File: config.mk
export PLATFORM = sky130hd
export DESIGN_NAME = serdesphy_ana_pll_nco_flat
export DESIGN_NICKNAME = d
export VERILOG_FILES = /design/src/rtl/serdesphy_ana_pll_nco_if.sv /design/src/rtl/serdesphy_ana_pll_nco.sv /design/src/flat_wrapper.sv
export SDC_FILE = /design/constraint.sdc
export NUM_CORES = 1
export LEC_CHECK = 0
export ABC_AREA = 0
export CORE_MARGIN = 3
export CORE_UTILIZATION = 40
export CTS_BUF_LIST = sky130_fd_sc_hd__clkbuf_8
export DETAILED_ROUTE_END_ITERATION = 7
export PLACE_DENSITY = 0.68
export SLEW_MARGIN = 30
export SYNTH_ARGS = -nofsm -noshare
export SYNTH_HDL_FRONTEND = slang
export SYNTH_SLANG_ARGS = --single-unit
File: constraint.sdc
create_clock -name clk -period 4.1 [get_ports clk]
set_clock_uncertainty 0.2 [all_clocks]
set_input_delay 0.615 -clock clk [delete_from_list [all_inputs] [get_ports clk]]
set_output_delay 0.615 -clock clk [all_outputs]
set_load 0.01 [all_outputs]
File: src/rtl/serdesphy_ana_pll_nco_if.sv
// Control/status bundle for the PLL numerically-controlled oscillator.
// The driver of enable/vco_control uses master; the NCO itself uses slave.
interface serdesphy_ana_pll_nco_if #(
    parameter int CTRL_W = 8
);
    logic              enable;
    logic [CTRL_W-1:0] vco_control;
    logic              vco_out;
    logic              vco_ready;
    logic              vco_busy;

    modport master (
        output enable,
        output vco_control,
        input  vco_out,
        input  vco_ready,
        input  vco_busy
    );

    modport slave (
        input  enable,
        input  vco_control,
        output vco_out,
        output vco_ready,
        output vco_busy
    );
endinterface

File: src/rtl/serdesphy_ana_pll_nco.sv
// Phase-accumulator oscillator with OFF/SETTLE/RUN control.
// Large control steps trigger a re-settle while the phase keeps running.
module serdesphy_ana_pll_nco #(
    parameter int          CTRL_W        = 8,
    parameter int          ACC_W         = 16,
    parameter int unsigned BASE_INC      = 32'h2000,
    parameter int unsigned GAIN          = 4,
    parameter int          SETTLE_CYCLES = 64,
    parameter int unsigned STEP_THRESH   = 8
) (
    input  logic                     clk,
    input  logic                     rst_n,
    serdesphy_ana_pll_nco_if.slave   nco
);
    localparam int CNT_W = $clog2(SETTLE_CYCLES + 1);
    localparam logic [ACC_W-1:0]  BASE_W   = ACC_W'(BASE_INC);
    localparam logic [ACC_W-1:0]  GAIN_W   = ACC_W'(GAIN);
    localparam logic [CNT_W-1:0]  CNT_LAST = CNT_W'(SETTLE_CYCLES - 1);
    localparam logic [CTRL_W:0]   THRESH_W = (CTRL_W + 1)'(STEP_THRESH);
    localparam logic [CTRL_W:0]   ONE_W    = (CTRL_W + 1)'(1);

    typedef enum logic [1:0] {
        ST_OFF    = 2'd0,
        ST_SETTLE = 2'd1,
        ST_RUN    = 2'd2
    } state_t;

    state_t              r_state;
    logic [ACC_W-1:0]    r_acc;
    logic [CNT_W-1:0]    r_cnt;
    logic [CTRL_W-1:0]   r_ctrl_q;
    logic [CTRL_W-1:0]   r_ctrl_prev;
    logic                r_out;
    logic                r_ready;
    logic                r_busy;

    logic [ACC_W-1:0]    w_inc;
    logic [CTRL_W:0]     w_diff;
    logic [CTRL_W:0]     w_mag;
    logic                w_retune;

    assign w_inc = BASE_W + ACC_W'(r_ctrl_q) * GAIN_W;

    // One extra bit keeps a 0 <-> max transition a full-scale step, not a wrap.
    assign w_diff   = {1'b0, r_ctrl_q} - {1'b0, r_ctrl_prev};
    assign w_mag    = w_diff[CTRL_W] ? (~w_diff + ONE_W) : w_diff;
    assign w_retune = (w_mag > THRESH_W);

    always_ff @(posedge clk or negedge rst_n) begin
        if (!rst_n) begin
            r_state     <= ST_OFF;
            r_acc       <= '0;
            r_cnt       <= '0;
            r_ctrl_q    <= '0;
            r_ctrl_prev <= '0;
            r_out       <= 1'b0;
            r_ready     <= 1'b0;
            r_busy      <= 1'b0;
        end else begin
            r_ctrl_q    <= nco.vco_control;
            r_ctrl_prev <= r_ctrl_q;

            // Status flags follow the state register one cycle behind.
            r_out   <= (r_state != ST_OFF) & r_acc[ACC_W-1];
            r_ready <= (r_state == ST_RUN);
            r_busy  <= (r_state == ST_SETTLE);

            if (!nco.enable) begin
                r_state <= ST_OFF;
                r_acc   <= '0;
                r_cnt   <= '0;
            end else begin
                case (r_state)
                    ST_OFF: begin
                        r_state <= ST_SETTLE;
                        r_acc   <= '0;
                        r_cnt   <= '0;
                    end
                    ST_SETTLE: begin
                        r_acc <= r_acc + w_inc;
                        if (r_cnt == CNT_LAST) begin
                            r_state <= ST_RUN;
                            r_cnt   <= '0;
                        end else begin
                            r_cnt <= r_cnt + CNT_W'(1);
                        end
                    end
                    ST_RUN: begin
                        r_acc <= r_acc + w_inc;
                        if (w_retune) begin
                            r_state <= ST_SETTLE;
                            r_cnt   <= '0;
                        end
                    end
                    default: begin
                        r_state <= ST_OFF;
                        r_acc   <= '0;
                        r_cnt   <= '0;
                    end
                endcase
            end
        end
    end

    assign nco.vco_out   = r_out;
    assign nco.vco_ready = r_ready;
    assign nco.vco_busy  = r_busy;
endmodule

File: src/flat_wrapper.sv
// flat-port wrapper written by rule: the top's interface ports become plain ports
module serdesphy_ana_pll_nco_flat 
#(
    parameter int          CTRL_W        = 8,
    parameter int          ACC_W         = 16,
    parameter int unsigned BASE_INC      = 32'h2000,
    parameter int unsigned GAIN          = 4,
    parameter int          SETTLE_CYCLES = 64,
    parameter int unsigned STEP_THRESH   = 8
)
  (clk, rst_n, nco_enable, nco_vco_control, nco_vco_out, nco_vco_ready, nco_vco_busy);
  serdesphy_ana_pll_nco_if #(.CTRL_W(CTRL_W)) nco_i ();
  input  logic clk;
  input  logic rst_n;
  input wire logic [$bits(nco_i.enable)-1:0] nco_enable;
  input wire logic [$bits(nco_i.vco_control)-1:0] nco_vco_control;
  output wire logic [$bits(nco_i.vco_out)-1:0] nco_vco_out;
  output wire logic [$bits(nco_i.vco_ready)-1:0] nco_vco_ready;
  output wire logic [$bits(nco_i.vco_busy)-1:0] nco_vco_busy;
  assign nco_i.enable = nco_enable;
  assign nco_i.vco_control = nco_vco_control;
  assign nco_vco_out = nco_i.vco_out;
  assign nco_vco_ready = nco_i.vco_ready;
  assign nco_vco_busy = nco_i.vco_busy;
  serdesphy_ana_pll_nco #(.CTRL_W(CTRL_W), .ACC_W(ACC_W), .BASE_INC(BASE_INC), .GAIN(GAIN), .SETTLE_CYCLES(SETTLE_CYCLES), .STEP_THRESH(STEP_THRESH)) u_core (.clk(clk), .rst_n(rst_n), .nco(nco_i));
endmodule
=== After elaboration in Yosys (flattened, before gate mapping) ===
Cells that the tools add are included.

* Logic and storage cells: 36
* Bits in registers: 44

* Bitwise gates (word level): 2
* Add/subtract/negate cells: 5
* Reduce and logical (&&, ||, !) cells: 4
* $lt $le $gt $ge: 1
* Muxes and demuxes: 11
* Equal/unequal tests: 5

{| class="wikitable"
|+ Operator list
! kind !! number
|-
| 2-to-1 mux 16 bit || 2
|-
| 2-to-1 mux 7 bit || 3
|-
| adder 16 bit || 1
|-
| adder 14 x 10 -> 15 bit (first input constant) || 1
|-
| case mux 7 bit (2 select lines) || 1
|-
| adder 9 x 1 -> 9 bit (second input constant) || 1
|-
| > comparator 9 x 4 -> 1 bit (second input constant) || 1
|-
| 2-to-1 mux 9 bit || 1
|-
| NOT 9 bit || 1
|-
| subtractor 8 x 8 -> 9 bit || 1
|-
| adder 7 x 1 -> 7 bit (second input constant) || 1
|-
| equality test 7 x 6 -> 1 bit (second input constant) || 1
|-
| 2-to-1 mux 2 bit || 3
|-
| case mux 2 bit (3 select lines) || 1
|-
| inequality test 3 x 2 -> 1 bit (second input constant) || 1
|-
| inequality test 3 bit (second input constant) || 1
|-
| equality test 2 x 1 -> 1 bit (second input constant) || 1
|-
| equality test 2 bit (second input constant) || 1
|-
| logical NOT 2 bit || 1
|-
| AND reduction 2 bit || 1
|-
| nonzero test 2 bit || 1
|-
| OR reduction 2 bit || 1
|-
| bitwise AND 1 bit || 1
|}

=== Depth between registers and ports, before layout ===
* Depth after elaboration: 8
* Mapped depth: 14
* Mapped depth without buffers: 13

=== Worst setup path after synthesis ===
Ideal clock, no wire load.

* Kind: flip-flop to flip-flop
* Start point: reg u_core.r_ctrl_q[0]
* End point: reg u_core.r_cnt[0]
* Setup slack: 1.002 ns
* Clock period less this slack: 3.098 ns
* Arrival time: 2.773 ns
* Cell stages (with the launch flop): 14
* Required time: 3.775 ns
* Library setup time: 0.125 ns
* Cell sequence: dfrtp_1 inv_1 ha_1 inv_1 fa_1 a21oi_1 a2bb2oi_2 and2b_1 xnor2_1 or4_1 o21ai_2 and2_1 buf_6 mux2_4

* Cells in the longest elaborated chain, start to end: 6

{| class="wikitable"
|+ RTL lines
! item !! line !! source
|-
| start: declaration || serdesphy_ana_pll_nco.sv:31 || <nowiki>logic [CTRL_W-1:0] r_ctrl_q;</nowiki>
|-
| start signal: assignment || serdesphy_ana_pll_nco.sv:60 || <nowiki>r_ctrl_q <= nco.vco_control;</nowiki>
|-
| subtractor 8 x 8 -> 9 bit * || serdesphy_ana_pll_nco.sv:45 || <nowiki>assign w_diff = {1'b0, r_ctrl_q} - {1'b0, r_ctrl_prev};</nowiki>
|-
| NOT 9 bit || serdesphy_ana_pll_nco.sv:46 || <nowiki>assign w_mag = w_diff[CTRL_W] ? (~w_diff + ONE_W) : w_diff;</nowiki>
|-
| adder 9 x 1 -> 9 bit || serdesphy_ana_pll_nco.sv:46 ||
|-
| 2-to-1 mux 9 bit * || serdesphy_ana_pll_nco.sv:46 ||
|-
| > comparator 9 x 4 -> 1 bit * || serdesphy_ana_pll_nco.sv:47 || <nowiki>assign w_retune = (w_mag > THRESH_W);</nowiki>
|-
| inequality test 3 x 2 -> 1 bit (no line) * || -- ||
|-
| end signal: assignment || serdesphy_ana_pll_nco.sv:85 || <nowiki>r_cnt <= r_cnt + CNT_W'(1);</nowiki>
|-
| end: declaration || serdesphy_ana_pll_nco.sv:30 || <nowiki>logic [CNT_W-1:0] r_cnt;</nowiki>
|}

Mark *: on every way between the ends. The rest lies on a longest branch, timed or not.
A chain may end at the register's enable or synchronous reset.

=== Worst setup path in the final report ===
Same ends and word-level chain as after synthesis.

==> results.md <==
- Result of the run: complete, no violations
- Fraction of registers with async set/reset: 100.0%
- Cts bufs inserted: 5
- Critical path class: flop to flop
- Core Region: ~0.0056 sq mm
- Reg-to-Reg End: u_core.r_cnt[0]
- Post-synth EDFFs: 0
- Fin. Hold Viols: 0
- Share of cells above drive strength 1: around 7%
- Seq pwr share: roughly two fifths
- Wire length per cell: about 12 microns
- DRT Pass-1 Iters: 4
- Cts repair resizes: 0
- Root Buffer: clkbuf_8
- # port buffers: 13
- Worst setup path endpoint: u_core.r_cnt[0]
- Max frequency: 296.8 MHz
- Avg Cell Area, Syn: a little over 10 sq um
- Worst slew pin tran: roughly 0.76 ns
- VDD IR-drop max: 238.3 uV
- Reg2Reg Depth: 12
- Max-slew headroom: 48.67%
- CP Max Fanout: 8
- Synth top cells by count: dfrtp_1 (42), ha_1 (21), nor2_1 (20)
- Leading area contributor after synthesis: dfrtp_1
- Int Power: 818.4 uW
- Hold_ws: between 0.08 and 0.09 ns
- Final setup TNS: 0 ns
- Antenna Nets Post-Route: 0
- Critical Path Start: u_core.r_ctrl_q[0]
- PwrDens: 413.5 mW/mm^2
- Crit path DAT: around 3.4 ns
- Sequential fraction of the synthesis area: 44.40%
- Final instance area: approximately 0.0027 sq mm
- Largest net degree at the start of global routing: 43
- Clock power share: 35.8%
- MaxCap Viol Count: 0
- Vias in the first global route: ~1600
- Minimum clock period: roughly 3.4 ns
- Top-area cell type share of the netlist area: 44.40%
- Count of state elements after synthesis: 42
- Area Growth Syn to Fin: 14.11%
- Final Max Tran Viols: 0
- Gr ovfl total: 0
- Chip height: approximately 83 microns
- RSZ-0062 raised after global routing: no
- Initial Util: ~42%
- Setup WS post-layout: 0.7307 ns
- P_sw: ~300 uW
- FP Rows: 27
- Mapped cell area: about 0.0024 sq mm
- Placed cell area: roughly 0.0026 sq mm
- Final setup vio count: 0
- Synth area leaders: dfrtp_1 (44%), ha_1 (11%), xnor2_1 (4.4%)
- Yosys cell types: 50
- I/O pin cnt: 14
- Die footprint: roughly 0.0069 sq mm
- Clk buf depth: 2
- Fin crit share: 82.18%
- Detailed placer's ending HPWL: 2953 microns
- Pleak: around 1.3 nW
- Initial DRC Count: 58
- Post-CTS setup buffers: 0
- Die width: a little over 80 microns
- Initial antenna violation count: 0
- Cells after DPL: between 300 and 400
- Reg clk slew, reported paths: about 0.08 ns
- FF-to-FF setup slack: 0.73 ns
- RePlAce Congestion: 0.8130
- Crit start category: flop
- Clk sinks: 42
- Top-count cell post-synth: dfrtp_1
- Routed wire length: roughly 3900 microns
- Non-filler instance count after layout: around 320
- Avg Vias per Cell: 5.121
- DRC violations left: 0
- Worst slack, placed: ~0.75 ns
- Synth Flop Type: dfrtp_1
- Final Power: roughly 1.1 mW
- CP endpoint kind: flop
- Yosys warns: 0
- Switching share of power: approximately a quarter
- Req. time, crit path: about 4.1 ns
- Tot GR Track Use: about an eighth
- Final net count: approximately 280
- R2R Path Start: u_core.r_ctrl_q[0]
- Clock latency on the worst-skew pair: around 0.29 ns
- HP Class: input pin to async pin
- CTS tree: built
- H-tree lvl count: 2
- Hold_buf cts: 0
- Vias: between 1500 and 2000
- Final Util: about half
- Wire length of the first global-routing pass: roughly 7000 microns
- N_diodes: 0
- Comb pwr share: 22.9%
- Post-Synthesis Cells: 231
- Syn Nets: around 270
-- cells in the final DEF, fill, tap and decap left out, types with 4 or more instances in the layout --
cell type | synthesis | layout
inv_1 | 16 | 16
clkdlybuf4s50_1 | 0 | 12
a21o_1 | 4 | 4
clkbuf_8 | 0 | 6
ha_1 | 21 | 21
and3_1 | 8 | 8
o21ai_0 | 9 | 9
nor2_1 | 20 | 20
xnor2_1 | 12 | 12
nor3_1 | 5 | 5
nand3_1 | 12 | 12
xor2_1 | 7 | 7
dfrtp_1 | 42 | 42
nand2_1 | 11 | 11
a21oi_1 | 12 | 12
-- cell type report --
type,instances,area [sq um]
Clock buffer,6,82.58
Clock inverter,2,60.06
Fill cell,553,2907
Inverter,17,63.81
Multi-Input combinational cell,169,1226
Sequential cell,42,1051
Tap cell,72,90.09
Timing Repair Buffer,13,127.6
-- power groups by stage --
stage               clock, mW  combinational [mW]  sequential [mW]
floorplan                   0               0.196            0.468
global placement            0               0.253            0.470
detailed placement          0               0.257            0.471
CTS                     0.412               0.259            0.463
global route            0.427               0.294            0.467
finish                  0.400               0.255            0.462
-- layer usage --
metal / vias up / routed length, microns / GRT usage, %
li1: 842 / - / -
met1: 777 / 1951 / 16.49
met2: 21 / 1798 / 18.95
met3: 4 / 104 / 2.976
met4: 0 / 48 / 4.903
met5: - / 0 / 0
-- cell families after synthesis --
| group | count (synthesis) | synth area share [%] |
|---|---|---|
| compound gates | 51 | 14.90 |
| mux | 2 | 1.057 |
| buf+inv | 20 | 3.805 |
| fa+ha+maj | 23 | 12.79 |
| simple gates | 73 | 15.33 |
| xor+xnor | 20 | 7.717 |
| flops | 42 | 44.40 |
-- critical path, stage by stage, from the launching register on --
cell and delay, ns:
dfrtp_1 0.40, inv_1 0.06, ha_1 0.15, inv_1 0.05, fa_1 0.40, a21oi_1 0.24, a2bb2oi_2 0.18, and2b_1 0.14
xnor2_1 0.10, or4_1 0.53, o21ai_2 0.13, and2_1 0.36, mux2_4 0.33
-- flip-flops by register name, indices dropped and copies added, names as in the netlist --
name,cells
u_core.r_acc,14
u_core.r_ctrl_prev,8
u_core.r_ctrl_q,8
u_core.r_cnt,7
u_core.r_state,2
u_core.nco.vco_busy,1
u_core.nco.vco_out,1
u_core.nco.vco_ready,1
-- how the worst min path moves through the flow --
stage / from / end / depth (start not counted)
global route: rst_n / u_core.r_cnt[0] / 1
detailed placement: u_core.r_ctrl_q[0] / u_core.r_ctrl_prev[0] / 0
global placement: u_core.r_ctrl_q[0] / u_core.r_ctrl_prev[0] / 0
CTS: u_core.r_ctrl_q[0] / u_core.r_ctrl_prev[0] / 0
floorplan: rst_n / u_core.nco.vco_busy / 0
finish: rst_n / u_core.r_cnt[0] / 1
Power figures use the tool's default switching activity.
